[config.mk]
export PLATFORM = sky130hd
export DESIGN_NAME = vpu_vec_seq_flat
export DESIGN_NICKNAME = d
export VERILOG_FILES = /design/src/rtl/vpu_pkg.sv /design/src/rtl/vpu_vec_seq_if.sv /design/src/rtl/vpu_addr_gen.sv /design/src/rtl/vpu_vec_seq.sv /design/src/flat_wrapper.sv
export SDC_FILE = /design/constraint.sdc
export NUM_CORES = 1
export LEC_CHECK = 0
export CORE_MARGIN = 2
export CORE_UTILIZATION = 33
export DETAILED_ROUTE_END_ITERATION = 7
export PLACE_DENSITY = 0.67
export SKIP_LAST_GASP = 1
export SLEW_MARGIN = 10
export SYNTH_ARGS = -nofsm -noshare
export SYNTH_HDL_FRONTEND = slang
export SYNTH_SLANG_ARGS = --single-unit
[constraint.sdc]
create_clock -name clk -period 2.98 [get_ports clk]
set_input_delay 0.298 -clock clk [delete_from_list [all_inputs] [get_ports clk]]
set_output_delay 0.298 -clock clk [all_outputs]
set_load 0.02 [all_outputs]
[src/rtl/vpu_pkg.sv]
// Shared definitions for the VPU vector sequencer.
//   - Default widths for the sequencer and its bus interface.
//   - ALU opcode encodings. Any opcode above OP_D_RELU is illegal.
//   - The sequencer FSM state type.
//   - The latched command record.
package vpu_pkg;

    localparam int VPU_DATA_W = 32;
    localparam int VPU_OP_W   = 10;
    localparam int VPU_ADDR_W = 10;
    localparam int VPU_LEN_W  = 11;

    localparam logic [VPU_OP_W-1:0] OP_ADD    = VPU_OP_W'(0);
    localparam logic [VPU_OP_W-1:0] OP_SUB    = VPU_OP_W'(1);
    localparam logic [VPU_OP_W-1:0] OP_RELU   = VPU_OP_W'(2);
    localparam logic [VPU_OP_W-1:0] OP_MUL    = VPU_OP_W'(3);
    localparam logic [VPU_OP_W-1:0] OP_D_RELU = VPU_OP_W'(4);

    typedef enum logic [1:0] {
        ST_IDLE,
        ST_ISSUE,
        ST_DRAIN,
        ST_FIN
    } state_t;

    typedef struct packed {
        logic [VPU_OP_W-1:0]   opcode;
        logic [VPU_ADDR_W-1:0] src0;
        logic [VPU_ADDR_W-1:0] src1;
        logic [VPU_ADDR_W-1:0] dst;
        logic [VPU_LEN_W-1:0]  len;
    } cmd_t;

endpackage

[src/rtl/vpu_vec_seq_if.sv]
// Bus bundle of the vector sequencer. It carries the command channel, the
// scratchpad read and write ports, the ALU operand and result wires, and
// the status signals.
//   slave  : the sequencer's view. It takes commands, read data and ALU
//            results, and drives everything else.
//   master : the surrounding logic's view, which is the mirror image.
interface vpu_vec_seq_if #(
    parameter int DATA_W = 32,
    parameter int OP_W   = 10,
    parameter int ADDR_W = 10,
    parameter int LEN_W  = 11
) ();
    logic              cmd_valid;
    logic              cmd_ready;
    logic [OP_W-1:0]   cmd_opcode;
    logic [ADDR_W-1:0] cmd_src0;
    logic [ADDR_W-1:0] cmd_src1;
    logic [ADDR_W-1:0] cmd_dst;
    logic [LEN_W-1:0]  cmd_len;
    logic              rd_en;
    logic [ADDR_W-1:0] rd_addr0;
    logic [ADDR_W-1:0] rd_addr1;
    logic [DATA_W-1:0] rd_data0;
    logic [DATA_W-1:0] rd_data1;
    logic [OP_W-1:0]   alu_opcode;
    logic [DATA_W-1:0] alu_operand0;
    logic [DATA_W-1:0] alu_operand1;
    logic [DATA_W-1:0] alu_result;
    logic              wr_en;
    logic [ADDR_W-1:0] wr_addr;
    logic [DATA_W-1:0] wr_data;
    logic              busy;
    logic              done;
    logic              err;

    modport slave (
        input  cmd_valid, cmd_opcode, cmd_src0, cmd_src1, cmd_dst, cmd_len,
        input  rd_data0, rd_data1, alu_result,
        output cmd_ready, rd_en, rd_addr0, rd_addr1,
        output alu_opcode, alu_operand0, alu_operand1,
        output wr_en, wr_addr, wr_data, busy, done, err
    );

    modport master (
        output cmd_valid, cmd_opcode, cmd_src0, cmd_src1, cmd_dst, cmd_len,
        output rd_data0, rd_data1, alu_result,
        input  cmd_ready, rd_en, rd_addr0, rd_addr1,
        input  alu_opcode, alu_operand0, alu_operand1,
        input  wr_en, wr_addr, wr_data, busy, done, err
    );
endinterface

[src/rtl/vpu_addr_gen.sv]
// Wrapping address generator for one stream.
//   en     : stream active; when low, the address output is forced to 0
//   base   : stream base address
//   offset : element index (low ADDR_W bits)
//   addr   : base + offset modulo 2^ADDR_W
module vpu_addr_gen #(
    parameter int ADDR_W = 10
) (
    input  logic              en,
    input  logic [ADDR_W-1:0] base,
    input  logic [ADDR_W-1:0] offset,
    output logic [ADDR_W-1:0] addr
);
    // The sum is truncated to ADDR_W bits, so it wraps silently at the top
    // of the scratchpad.
    assign addr = en ? (base + offset) : '0;
endmodule

[src/rtl/vpu_vec_seq.sv]
// Elementwise vector sequencer in front of the combinational VPU ALU.
// It accepts one command, then reads operand pairs at one element per
// cycle. The read data is driven straight into the ALU operands, and the
// ALU result is registered. Each result is written back two cycles after
// its read. At the end, done is pulsed for one cycle, and err is set along
// with done when the opcode was illegal.
//   clk, rst_n : clock and asynchronous active-low reset
//   bus        : vpu_vec_seq_if.slave, which holds the command, scratchpad,
//                ALU and status signals
module vpu_vec_seq
    import vpu_pkg::*;
#(
    parameter int DATA_W = VPU_DATA_W,
    parameter int OP_W   = VPU_OP_W,
    parameter int ADDR_W = VPU_ADDR_W,
    parameter int LEN_W  = VPU_LEN_W
) (
    input  logic          clk,
    input  logic          rst_n,
    vpu_vec_seq_if.slave  bus
);
    state_t            state_reg, state_next;
    cmd_t              cmd_reg;
    logic [LEN_W-1:0]  issue_cnt_reg;
    logic [ADDR_W-1:0] wr_cnt_reg;
    logic              rd_vld_reg;    // read data is present on rd_data0/1 this cycle
    logic              wr_vld_reg;    // wr_data_reg holds a result to write this cycle
    logic [DATA_W-1:0] wr_data_reg;

    logic accept, issuing, last_issue, bad_cmd;

    assign accept     = (state_reg == ST_IDLE) && bus.cmd_valid;
    assign issuing    = (state_reg == ST_ISSUE);
    assign last_issue = (issue_cnt_reg == (cmd_reg.len - LEN_W'(1)));
    // Illegal and empty commands skip the datapath and go straight to FIN.
    assign bad_cmd    = (bus.cmd_opcode > OP_D_RELU) || (bus.cmd_len == '0);

    always_ff @(posedge clk or negedge rst_n) begin
        if (!rst_n) begin
            state_reg     <= ST_IDLE;
            cmd_reg       <= '0;
            issue_cnt_reg <= '0;
            wr_cnt_reg    <= '0;
            rd_vld_reg    <= 1'b0;
            wr_vld_reg    <= 1'b0;
            wr_data_reg   <= '0;
        end else begin
            state_reg <= state_next;
            if (accept) begin
                cmd_reg       <= '{opcode: bus.cmd_opcode, src0: bus.cmd_src0,
                                   src1: bus.cmd_src1, dst: bus.cmd_dst,
                                   len: bus.cmd_len};
                issue_cnt_reg <= '0;
                wr_cnt_reg    <= '0;
            end else begin
                if (issuing)    issue_cnt_reg <= issue_cnt_reg + LEN_W'(1);
                if (wr_vld_reg) wr_cnt_reg    <= wr_cnt_reg + ADDR_W'(1);
            end
            rd_vld_reg  <= issuing;
            wr_vld_reg  <= rd_vld_reg;
            wr_data_reg <= rd_vld_reg ? bus.alu_result : '0;
        end
    end

    always_comb begin
        state_next = state_reg;
        unique case (state_reg)
            ST_IDLE:  if (accept) state_next = bad_cmd ? ST_FIN : ST_ISSUE;
            ST_ISSUE: if (last_issue) state_next = ST_DRAIN;
            // Once the last read's data has gone through the ALU, its result
            // sits in wr_data_reg and is written this cycle.
            ST_DRAIN: if (!rd_vld_reg) state_next = ST_FIN;
            ST_FIN:   state_next = ST_IDLE;
            default:  state_next = ST_IDLE;
        endcase
    end

    // There are three address streams: src0, src1 and dst. Each adds its
    // own base to an element counter.
    logic [ADDR_W-1:0] gen_base [3];
    logic [ADDR_W-1:0] gen_off  [3];
    logic              gen_en   [3];
    logic [ADDR_W-1:0] gen_addr [3];

    assign gen_base[0] = cmd_reg.src0;
    assign gen_base[1] = cmd_reg.src1;
    assign gen_base[2] = cmd_reg.dst;
    assign gen_off[0]  = issue_cnt_reg[ADDR_W-1:0];
    assign gen_off[1]  = issue_cnt_reg[ADDR_W-1:0];
    assign gen_off[2]  = wr_cnt_reg;
    assign gen_en[0]   = issuing;
    assign gen_en[1]   = issuing;
    assign gen_en[2]   = wr_vld_reg;

    generate
        for (genvar gi = 0; gi < 3; gi++) begin : g_addr
            vpu_addr_gen #(.ADDR_W(ADDR_W)) u_addr_gen (
                .en     (gen_en[gi]),
                .base   (gen_base[gi]),
                .offset (gen_off[gi]),
                .addr   (gen_addr[gi])
            );
        end
    endgenerate

    assign bus.cmd_ready    = (state_reg == ST_IDLE);
    assign bus.busy         = (state_reg != ST_IDLE);
    assign bus.rd_en        = issuing;
    assign bus.rd_addr0     = gen_addr[0];
    assign bus.rd_addr1     = gen_addr[1];
    assign bus.alu_opcode   = bus.busy ? cmd_reg.opcode : '0;
    assign bus.alu_operand0 = rd_vld_reg ? bus.rd_data0 : '0;
    assign bus.alu_operand1 = rd_vld_reg ? bus.rd_data1 : '0;
    assign bus.wr_en        = wr_vld_reg;
    assign bus.wr_addr      = gen_addr[2];
    assign bus.wr_data      = wr_data_reg;
    assign bus.done         = (state_reg == ST_FIN);
    assign bus.err          = (state_reg == ST_FIN) && (cmd_reg.opcode > OP_D_RELU);

endmodule

[src/flat_wrapper.sv]
// flat-port wrapper written by rule: the top's interface ports become plain ports
module vpu_vec_seq_flat import vpu_pkg::*;
#(
    parameter int DATA_W = VPU_DATA_W,
    parameter int OP_W   = VPU_OP_W,
    parameter int ADDR_W = VPU_ADDR_W,
    parameter int LEN_W  = VPU_LEN_W
)
  (clk, rst_n, bus_cmd_valid, bus_cmd_opcode, bus_cmd_src0, bus_cmd_src1, bus_cmd_dst, bus_cmd_len, bus_rd_data0, bus_rd_data1, bus_alu_result, bus_cmd_ready, bus_rd_en, bus_rd_addr0, bus_rd_addr1, bus_alu_opcode, bus_alu_operand0, bus_alu_operand1, bus_wr_en, bus_wr_addr, bus_wr_data, bus_busy, bus_done, bus_err);
  vpu_vec_seq_if #(.DATA_W(DATA_W), .OP_W(OP_W), .ADDR_W(ADDR_W), .LEN_W(LEN_W)) bus_i ();
  input  logic clk;
  input  logic rst_n;
  input wire logic [$bits(bus_i.cmd_valid)-1:0] bus_cmd_valid;
  input wire logic [$bits(bus_i.cmd_opcode)-1:0] bus_cmd_opcode;
  input wire logic [$bits(bus_i.cmd_src0)-1:0] bus_cmd_src0;
  input wire logic [$bits(bus_i.cmd_src1)-1:0] bus_cmd_src1;
  input wire logic [$bits(bus_i.cmd_dst)-1:0] bus_cmd_dst;
  input wire logic [$bits(bus_i.cmd_len)-1:0] bus_cmd_len;
  input wire logic [$bits(bus_i.rd_data0)-1:0] bus_rd_data0;
  input wire logic [$bits(bus_i.rd_data1)-1:0] bus_rd_data1;
  input wire logic [$bits(bus_i.alu_result)-1:0] bus_alu_result;
  output wire logic [$bits(bus_i.cmd_ready)-1:0] bus_cmd_ready;
  output wire logic [$bits(bus_i.rd_en)-1:0] bus_rd_en;
  output wire logic [$bits(bus_i.rd_addr0)-1:0] bus_rd_addr0;
  output wire logic [$bits(bus_i.rd_addr1)-1:0] bus_rd_addr1;
  output wire logic [$bits(bus_i.alu_opcode)-1:0] bus_alu_opcode;
  output wire logic [$bits(bus_i.alu_operand0)-1:0] bus_alu_operand0;
  output wire logic [$bits(bus_i.alu_operand1)-1:0] bus_alu_operand1;
  output wire logic [$bits(bus_i.wr_en)-1:0] bus_wr_en;
  output wire logic [$bits(bus_i.wr_addr)-1:0] bus_wr_addr;
  output wire logic [$bits(bus_i.wr_data)-1:0] bus_wr_data;
  output wire logic [$bits(bus_i.busy)-1:0] bus_busy;
  output wire logic [$bits(bus_i.done)-1:0] bus_done;
  output wire logic [$bits(bus_i.err)-1:0] bus_err;
  assign bus_i.cmd_valid = bus_cmd_valid;
  assign bus_i.cmd_opcode = bus_cmd_opcode;
  assign bus_i.cmd_src0 = bus_cmd_src0;
  assign bus_i.cmd_src1 = bus_cmd_src1;
  assign bus_i.cmd_dst = bus_cmd_dst;
  assign bus_i.cmd_len = bus_cmd_len;
  assign bus_i.rd_data0 = bus_rd_data0;
  assign bus_i.rd_data1 = bus_rd_data1;
  assign bus_i.alu_result = bus_alu_result;
  assign bus_cmd_ready = bus_i.cmd_ready;
  assign bus_rd_en = bus_i.rd_en;
  assign bus_rd_addr0 = bus_i.rd_addr0;
  assign bus_rd_addr1 = bus_i.rd_addr1;
  assign bus_alu_opcode = bus_i.alu_opcode;
  assign bus_alu_operand0 = bus_i.alu_operand0;
  assign bus_alu_operand1 = bus_i.alu_operand1;
  assign bus_wr_en = bus_i.wr_en;
  assign bus_wr_addr = bus_i.wr_addr;
  assign bus_wr_data = bus_i.wr_data;
  assign bus_busy = bus_i.busy;
  assign bus_done = bus_i.done;
  assign bus_err = bus_i.err;
  vpu_vec_seq #(.DATA_W(DATA_W), .OP_W(OP_W), .ADDR_W(ADDR_W), .LEN_W(LEN_W)) u_core (.clk(clk), .rst_n(rst_n), .bus(bus_i));
endmodule
==> metrics.txt <==
synthesized area=0.00624 mm2; clock edge transition at the registers on the reported setup and hold paths=0.08 ns; post-synthesis register bit count=108; buffer cell driving the clock tree root=clkbuf_16; nets in the synthesized netlist=896; top-level port count=292; number of optimization iterations in the first detailed-route pass=5; Avg Synthesized Cell Area=8.81 um2; gr usage total=20.7%; reported max-cap violation count=0; count of final max-slew check failures=0; Final Routed Wirelength=20600 um; result of the run=complete, no violations; Setup Total Neg Slack=0 ns; share of layout cells above drive strength 1=7.04%; Initial Util=33.5%; switching share of power=42.4%; number of DRC markers after the initial detailed-route iteration=288; total inserted antenna cells=0; transition at the pin with the smallest max-transition slack=0.687 ns; Largest register FFs=51; RD Place Congestion=0.811; H-tree levels=3; proportion of power drawn by the clock network=14.4%; Horiz. Die Dim=142 um; CTS tree=yes; vias in the first global route=6056; DP Wirelength=15600 um; leakage power of the design=4.62 nW; source-to-sink clock delay at the later pin of the worst-skew pair=0.36 ns; worst IR drop on VDD=0.000369 V; longest individual stage delay on the worst path=0.43 ns; sum of overflow across all layers after global routing=0; RSZ-0062 raised after global routing=true; core region area=0.0186 mm2; number of vias after detailed routing=5779; total of warnings raised by yosys=0; prevailing post-synth register cell=dfrtp_1; CP Max Fanout=3; Die Area=0.0200 mm2; largest delay contributor family on the critical path=compound AO/OA/AOI/OAI gates; Inserted Clock Buffers=9; maximum number of buffers from clock root to sink=2; Buf/Inv on CP=1; Internal Pwr Total=4.84 mW; sequential group share of total power=28.2%; period utilisation layout=99.9%; port buffer count=291; gate count of the mapped netlist=709; global-route wire length before repair=32300 um; growth of design area from synthesis to finish=58.9%; final-stage net count=1191; hold crit path type=in -> reg; Required @ worst endpoint=2.68 ns; headroom to the max-slew limit=54.2%; category of the worst setup path launch point=flop; via/cell ratio=4.65; number of sinks driven by the clock tree=108; arrival time reported for the critical path endpoint=2.68 ns; count of distinct cell types in the synthesized netlist=43; kind of critical path=reg -> out; slowest cell on the critical path=a2111o_1; vertical die dimension=142 um; async set-or-reset flop fraction in the synthesized netlist=100%; number of rows in the core area=50; total count of hold-check failures in the final report=0; number of antenna violations at the first check in global routing=0; placed inst area=0.00954 mm2; Design Area, Final=0.00992 mm2; worst-path cell chain=ha_2 > fa_2 > a21o_1 > a21oi_2 > o21bai_1 > a2111o_1 > and3_1 > nor3_1 > buf_2; count of flip-flops with a built-in enable after synthesis=0; Detail Route Antenna Nets=0; Setup Viol. Count Final=0; number of DRC violations after detailed routing=0; worst clock skew on the final layout=0.0117 ns; Switch Pwr=3.55 mW; endpoint class of the critical path=output pin; largest net degree at the start of global routing=99; maximum operating frequency=0.336 GHz; Gate power share=57.4%; total power divided by cell area=846 mW/mm2; detail-routed net length per standard cell=16.5 um; Final min period=2.98 ns; part of the Yosys area used for sequential elements=43.3%
[synthesized netlist by cell type, types with 2 or more instances]
master / instances / area (um2)
xnor2_1: 27 / 236
mux2i_1: 7 / 70.1
inv_1: 16 / 60.1
o22ai_1: 2 / 12.5
nor4_1: 10 / 62.6
and3_1: 9 / 56.3
xor2_1: 20 / 175
o31a_1: 3 / 26.3
or3_1: 6 / 37.5
a21oi_1: 24 / 120
fa_1: 3 / 60.1
o21ai_0: 17 / 85.1
nand4_1: 5 / 31.3
nand4b_1: 2 / 17.5
nor3_1: 13 / 65.1
a2111o_1: 2 / 22.5
o21a_1: 2 / 15.0
o21bai_1: 6 / 45.0
nand2b_1: 6 / 37.5
a21o_1: 6 / 45.0
buf_1: 2 / 7.51
and2_1: 104 / 651
nor2b_1: 12 / 75.1
a211o_1: 3 / 26.3
ha_1: 34 / 425
nor2_1: 39 / 146
a2111oi_0: 3 / 26.3
a31oi_1: 3 / 18.8
clkbuf_1: 27 / 101
nand3_1: 7 / 35.0
dfrtp_1: 108 / 2700
nand2_1: 170 / 638
[what timing repair did]
action                     4_1_cts  5_1_grt
hold buffers                     1        0
setup buffers                    1        0
setup endpoints to repair       15       14
pin swaps                        1        6
hold endpoints to repair        40        0
gates resized for setup         40       28
[metal layers]
layer	part of all wire, %	vias up	GRT usage (%)
met5	0	-	0
met2	48	182	34.8
li1	-	2914	-
met4	2.7	0	8.32
met1	41	2654	24.8
met3	7.7	29	6.31
[final cells by class]
| class | count | area [um2] |
|---|---|---|
| clock buffer | 9 | 225 |
| clock inverter | 7 | 73.8 |
| sequential | 108 | 2710 |
| tap | 234 | 293 |
| timing repair buffer | 315 | 3110 |
| multi-input combinational | 554 | 3450 |
| inverter | 16 | 60.1 |
| fill | 1752 | 8720 |
[cell usage in the layout (no fill, tap or decap), types with 3 or more instances in the layout]
cell type,count
inv_6,3
nand3_1,7
nor2_1,39
clkdlybuf4s50_1,273
xor2_1,20
nand2b_1,6
a21oi_2,5
inv_1,16
o31a_1,3
or3_1,6
a21oi_1,18
o21ai_0,16
xnor2_1,27
dfrtp_1,106
nor3_1,12
a211o_1,3
o21bai_1,5
and2_1,103
a2111oi_2,3
nand4_1,5
mux2i_1,7
dlymetal6s2s_1,3
dlygate4sd2_1,7
a21o_1,6
clkbuf_2,3
clkbuf_16,9
nor2b_1,12
nand2_1,169
buf_12,4
nor4_1,10
buf_4,23
fa_2,3
and3_1,9
ha_1,32
a31oi_1,3
[power groups by stage]
stage	logic, mW	registers (mW)	clock network (mW)
5_1_grt	5.31	2.44	1.32
2_1_floorplan	2.68	2.42	0
3_3_place_gp	4.72	2.37	0
4_1_cts	4.81	2.37	1.25
6_report	4.82	2.37	1.21
3_5_place_dp	4.76	2.39	0
[stage by stage]
step           power [mW]  std cells  util (%)  hold WS (ns)  setup slack, ns
6_report             8.39       1243      53.2         0.462          0.00293
5_1_grt              9.07       1243      53.2         0.458           -0.124
4_1_cts              8.43       1243      52.9         0.446           -0.197
3_5_place_dp         7.15       1225      51.2         0.373           -0.284
3_3_place_gp         7.10       1225      51.2         0.369           -0.316
2_1_floorplan        5.10        709         -       0.00241           0.0954
[worst reg2reg max path: stages (launching register included)]
cell and delay [ns]:
dfrtp_1 0.46, or4_4 0.58, or3_1 0.37, a2111oi_2 0.37, nand4b_1 0.18, a221oi_2 0.35
mux2i_1 0.25
[worst paths after layout]
path | start | to | slack, ns | cells past startpoint
max reg2reg | u_core.cmd_reg[0]$_DFFE_PN0P_ | u_core.state_reg[0]$_DFFE_PN0P_ | 0.34 | 6
min in group asynchronous | rst_n | u_core.cmd_reg[50]$_DFFE_PN0P_ | 0.52 | 2
min reg2reg | u_core.cmd_reg[24]$_DFFE_PN0P_ | u_core.cmd_reg[24]$_DFFE_PN0P_ | 0.48 | 2
min | bus_cmd_dst[7] | u_core.cmd_reg[18]$_DFFE_PN0P_ | 0.46 | 3
max in group asynchronous | rst_n | u_core.cmd_reg[28]$_DFFE_PN0P_ | 1.71 | 3
max | u_core.issue_cnt_reg[0]$_DFFE_PN0P_ | bus_rd_addr0[8] | 0.003 | 9
[cells by family after synthesis]
kind of cell | synth area share [%]
xor gates and xnor gates | 6.59
DFF | 43.3
buffers and inverters | 2.97
adders and majority gates | 7.78
muxes | 1.12
and+or+nand+nor | 30.3
AOI/OAI and AO/OA | 8.00
Power figures use the tool's default switching activity.
==> patch 1 (same settings) <==
`VPU_LEN_W`: 11 -> 13.
--- a/src/rtl/vpu_pkg.sv
+++ b/src/rtl/vpu_pkg.sv
@@ -8,7 +8,7 @@
     localparam int VPU_DATA_W = 32;
     localparam int VPU_OP_W   = 10;
     localparam int VPU_ADDR_W = 10;
-    localparam int VPU_LEN_W  = 11;
+    localparam int VPU_LEN_W  = 13;
 
     localparam logic [VPU_OP_W-1:0] OP_ADD    = VPU_OP_W'(0);
     localparam logic [VPU_OP_W-1:0] OP_SUB    = VPU_OP_W'(1);
Ports: changed (resized bus_cmd_len); port bits go from 292 to 294. The function was not compared with the original's and may differ.
==> patch 1 against the unedited design <==
The run now ends with negative setup slack left. Hold slack better by 0.0035 ns. Clock power down 5%. Routed wire length up 0.53%. Total power up 1.9%. Cell count up 4.8%. Sequential cell count up 4. Design area up 2.8%. Non-clock buffer count up 3. Setup slack worse by 0.0057 ns. Die area up 4.5%. Area after synthesis up 4.6%.
==> patch 1: results (changes against the unedited design) <==
| Metric | Value |
|---|---|
| Int Power | `0.00491 W (+1.6%)` |
| Nets | `1,222 (+2.6%)` |
| Worst r2r path cells | `7 (+1)` |
| Cts repair resizes | `41 (+2.5%)` |
| Synth Net Count | `925 (+3.2%)` |
| Status | `finished, violations left` |
| Critical-path top delay cell | `dfrtp_1` |
| Place WS | `-0.282 ns (+0.00212 ns)` |
| Gpl congestion | `0.813 (+0.22%)` |
| Clock-cell share | `0.0269 (-0.00328)` |
| Synth top area cells | `dfrtp_1, and2_1, nand2_1` |
| FILL cells | `1,806 (+3.1%)` |
| Detailed Place HPWL | `15,600 um (about the same)` |
| Signal buffers | `318 (+0.95%)` |
| Area grow syn2layout | `56.2%` |
| First-pass GRT wire length | `32,500 um (+0.75%)` |
| Worst reg-to-reg setup slack | `0.75 ns (+0.41 ns)` |
| Ratio of routed vias to standard cells | `4.64 (-0.23%)` |
| Critical path peak fanout | `2 (-1)` |
| Part of the power in registers | `0.287 (+0.005)` |
| Critical Path Max Stage Delay | `0.40 ns (-0.03 ns)` |
| Final setup violating endpoints | `1 (+1)` |
| # clk buffers | `10 (+1)` |
| Failing checks | `negative setup slack` |
| Clk pwr share | `0.134 (-0.010)` |
| Mapped Area | `0.00653 mm^2 (+4.6%)` |
| Synth Instances | `736 (+3.8%)` |
| Number of multi-input logic gates | `574 (+3.6%)` |
| Global Route Usage Sum | `0.201 (-0.00530)` |
| Hold slack | `0.466 ns (+0.00355 ns)` |
| Hold Path Sink | `u_core.cmd_reg[20]` |
| Sequential cell count | `112 (+3.7%)` |
| Logic inverters | `18 (+2)` |
| Seq/Total Area, Yosys | `0.429 (-0.00375)` |
| Post-CTS Setup Bufs | `0 (-1)` |
| Setup ws final | `-0.00281 ns (-0.00574 ns)` |
## patch 1: cell count changes in the layout (fill, tap and decap cells not counted), moves of 4 or more
| cell | before | now |
|---|---|---|
| xor2_1 | 20 | 28 |
| o21ai_1 | 1 | 11 |
| o21ai_0 | 16 | 6 |
| dfrtp_1 | 106 | 111 |
| nand4_1 | 5 | 9 |
## patch 1: logic make-up after synthesis
family,after synthesis,synth area share
AO/OA/AOI/OAI,77,0.0784
XOR/XNOR,52,0.0697
adder cells (fa/ha/maj),37,0.0743
buffers and inverters,50,0.0326
flip-flops,112,0.429
multiplexers,7,0.0107
AND/OR/NAND/NOR,401,0.305
## patch 1: routing by layer
layer	vias up	routed length [um]	global-route usage	part of all wire
met5	-	0	0	0
met4	0	193	0.0409	0.0093
met3	15	1720	0.0609	0.083
met2	211	10100	0.344	0.49
met1	2815	8670	0.254	0.42
li1	3003	-	-	-
==> patch 2 (same flow settings) <==
Made on the original files. Make the reset (`rst_n`) synchronous in one clocked block. Comments in the files are not updated.
--- a/src/rtl/vpu_vec_seq.sv
+++ b/src/rtl/vpu_vec_seq.sv
@@ -35,7 +35,7 @@
     // Illegal and empty commands skip the datapath and go straight to FIN.
     assign bad_cmd    = (bus.cmd_opcode > OP_D_RELU) || (bus.cmd_len == '0);
 
-    always_ff @(posedge clk or negedge rst_n) begin
+    always_ff @(posedge clk) begin
         if (!rst_n) begin
             state_reg     <= ST_IDLE;
             cmd_reg       <= '0;
Check against the original RTL: differs if rst_n is asserted again (counterexample within 4 cycles, from zero or initial values and one cycle with rst_n low); with rst_n held inactive, the same outputs for 10 cycles.
==> patch 2 against the unedited design <==
Routed wire length up 16%. Area after synthesis down 4.6%. Largest cell class unchanged. Critical path depth unchanged. Critical endpoint unchanged. Sequential share of layout area down 4.5 points. Setup slack worse by 0.024 ns. Sequential cell count unchanged. Design area down 4.0%. Die area down 4.4%. Register-to-register slack better by 0.38 ns. The flow now finishes with violations (negative setup slack). Clock skew down 0.0037 ns.
Power is not compared: it rests on default switching activity, and its combinational part moved more than twofold at a synthesized area within 25%.
==> patch 2: results (changes against the unedited design) <==
| Metric | Value |
|---|---|
| Post-CTS Setup Bufs | `0 (-1)` |
| Vias in the first global route | `6,009 (-0.78%)` |
| Gpl congestion | `0.928 (+14%)` |
| Routing usage on met1 | `0.283 (+0.0357)` |
| Worst reg-to-reg setup slack | `0.72 ns (+0.38 ns)` |
| Global Route Usage Sum | `0.243 (+0.0364)` |
| HP Start | `u_core.cmd_reg[37]` |
| WP data arrival | `2.70 ns (+0.02 ns)` |
| Setup Skew | `0.00797 ns (-0.00369 ns)` |
| Drt pass-1 iters | `4 (-1)` |
| Pin count of the biggest net entering global routing | `90 (-9.1%)` |
| Final Non-Filler Cells | `1,251 (+0.64%)` |
| P_leak | `3.98 nW` |
| Multi-input logic area | `0.00361 mm^2 (+4.8%)` |
| Antenna violations before repair | `5 (+5)` |
| Place WS | `-0.0963 ns (+0.188 ns)` |
| Top Metal Used | `met5` |
| DR WL met2 | `11,500 um (+15%)` |
| Failing checks | `negative setup slack` |
| Met2 Use GR | `0.410 (+0.0619)` |
| Cts repair resizes | `27 (-33%)` |
| CTS buffer count | `9 (unchanged)` |
| DP Area | `0.00924 mm^2 (-3.2%)` |
| Critical R2R Launch | `u_core.state_reg[0]` |
| FFs w/ async S/R, synth | `0 (-1.00)` |
| Ratio of routed vias to standard cells | `4.80 (+3.2%)` |
| Sw frac | `0.369` |
| Actual transition at the worst max-transition pin | `0.797 ns (+0.110 ns)` |
| Iteration-0 DRC Markers | `300 (+4.2%)` |
| Clock-pin slew on the worst setup and hold paths | `0.07 ns` |
| Status | `finished, violations left` |
| Setup_tns | `-0.0213 ns (-0.0213 ns)` |
| Post-synth top flop | `dfxtp_1` |
| Comb. pwr | `0.00209 W` |
| WHS Path Cells | `2 (-1)` |
| Worst r2r path cells | `8 (+2)` |
| Post-DR wirelength/cell | `19.0 um (+15%)` |
| List of most frequent post-synthesis cells | `nand2_1, dfxtp_1, and2_1` |
| Synth top area cells | `dfxtp_1, nand2_1, and2_1` |
| Share of cells above drive strength 1 | `0.0638 (-0.00658)` |
| Synth Net Count | `912 (+1.8%)` |
| FILL cells | `1,674 (-4.5%)` |
| Inst Count DP | `1,233 (+0.65%)` |
| Final setup violating endpoints | `1 (+1)` |
| First-pass GRT wire length | `35,600 um (+10%)` |
| Hold slack | `0.471 ns (+0.00862 ns)` |
| Met3 wire length | `1870 um (+18%)` |
| Detailed Place HPWL | `18,700 um (+20%)` |
| M1 WL | `9630 um (+14%)` |
| Seq/Total Area, Yosys | `0.363 (-0.0700)` |
| Setup ws final | `-0.0213 ns (-0.0242 ns)` |
| Synth cell types | `47 (+9.3%)` |
| Reg-to-reg critical path endpoint | `u_core.state_reg[0]` |
| Hold Path Sink | `u_core.cmd_reg[37]` |
| Avg Cell Area, Syn | `8.22 um^2 (-6.7%)` |
| Hold crit path type | `flip-flop to flip-flop` |
| Met3 Use GR | `0.0811 (+0.0179)` |
| Critical path peak fanout | `2 (-1)` |
| Worst Setup SP | `u_core.issue_cnt_reg[0]` |
patch 2: kinds of logic after synthesis:
family,count (synthesis),synth area share
compound gates,126,0.148
xor+xnor,43,0.0632
fa+ha+maj,37,0.0815
buf+inv,57,0.0363
flops,108,0.363
mux,10,0.0170
simple gates,344,0.291
patch 2: layout make-up:
cell class | count | share of cell area
clock buffers | 10 | 0.0251
clock inverters | 5 | 0.00394
diodes | 3 | 0.000788
multi-input cells | 560 | 0.379
well taps | 229 | 0.0301
inverters | 18 | 0.00709
flip-flops and latches | 108 | 0.227
repair buffers | 318 | 0.326
patch 2: how the worst max path moves through the flow:
| stage | end | slack [ns] |
|---|---|---|
| final | bus_rd_addr0[8] | -0.02 |
| after global routing | bus_rd_addr0[8] | -0.13 |
| after CTS | bus_rd_addr0[8] | -0.20 |
| after detailed placement | bus_rd_addr0[8] | -0.1 |
| after global placement | bus_rd_addr0[8] | -0.05 |
| after floorplan | bus_rd_addr0[8] | 0.19 |
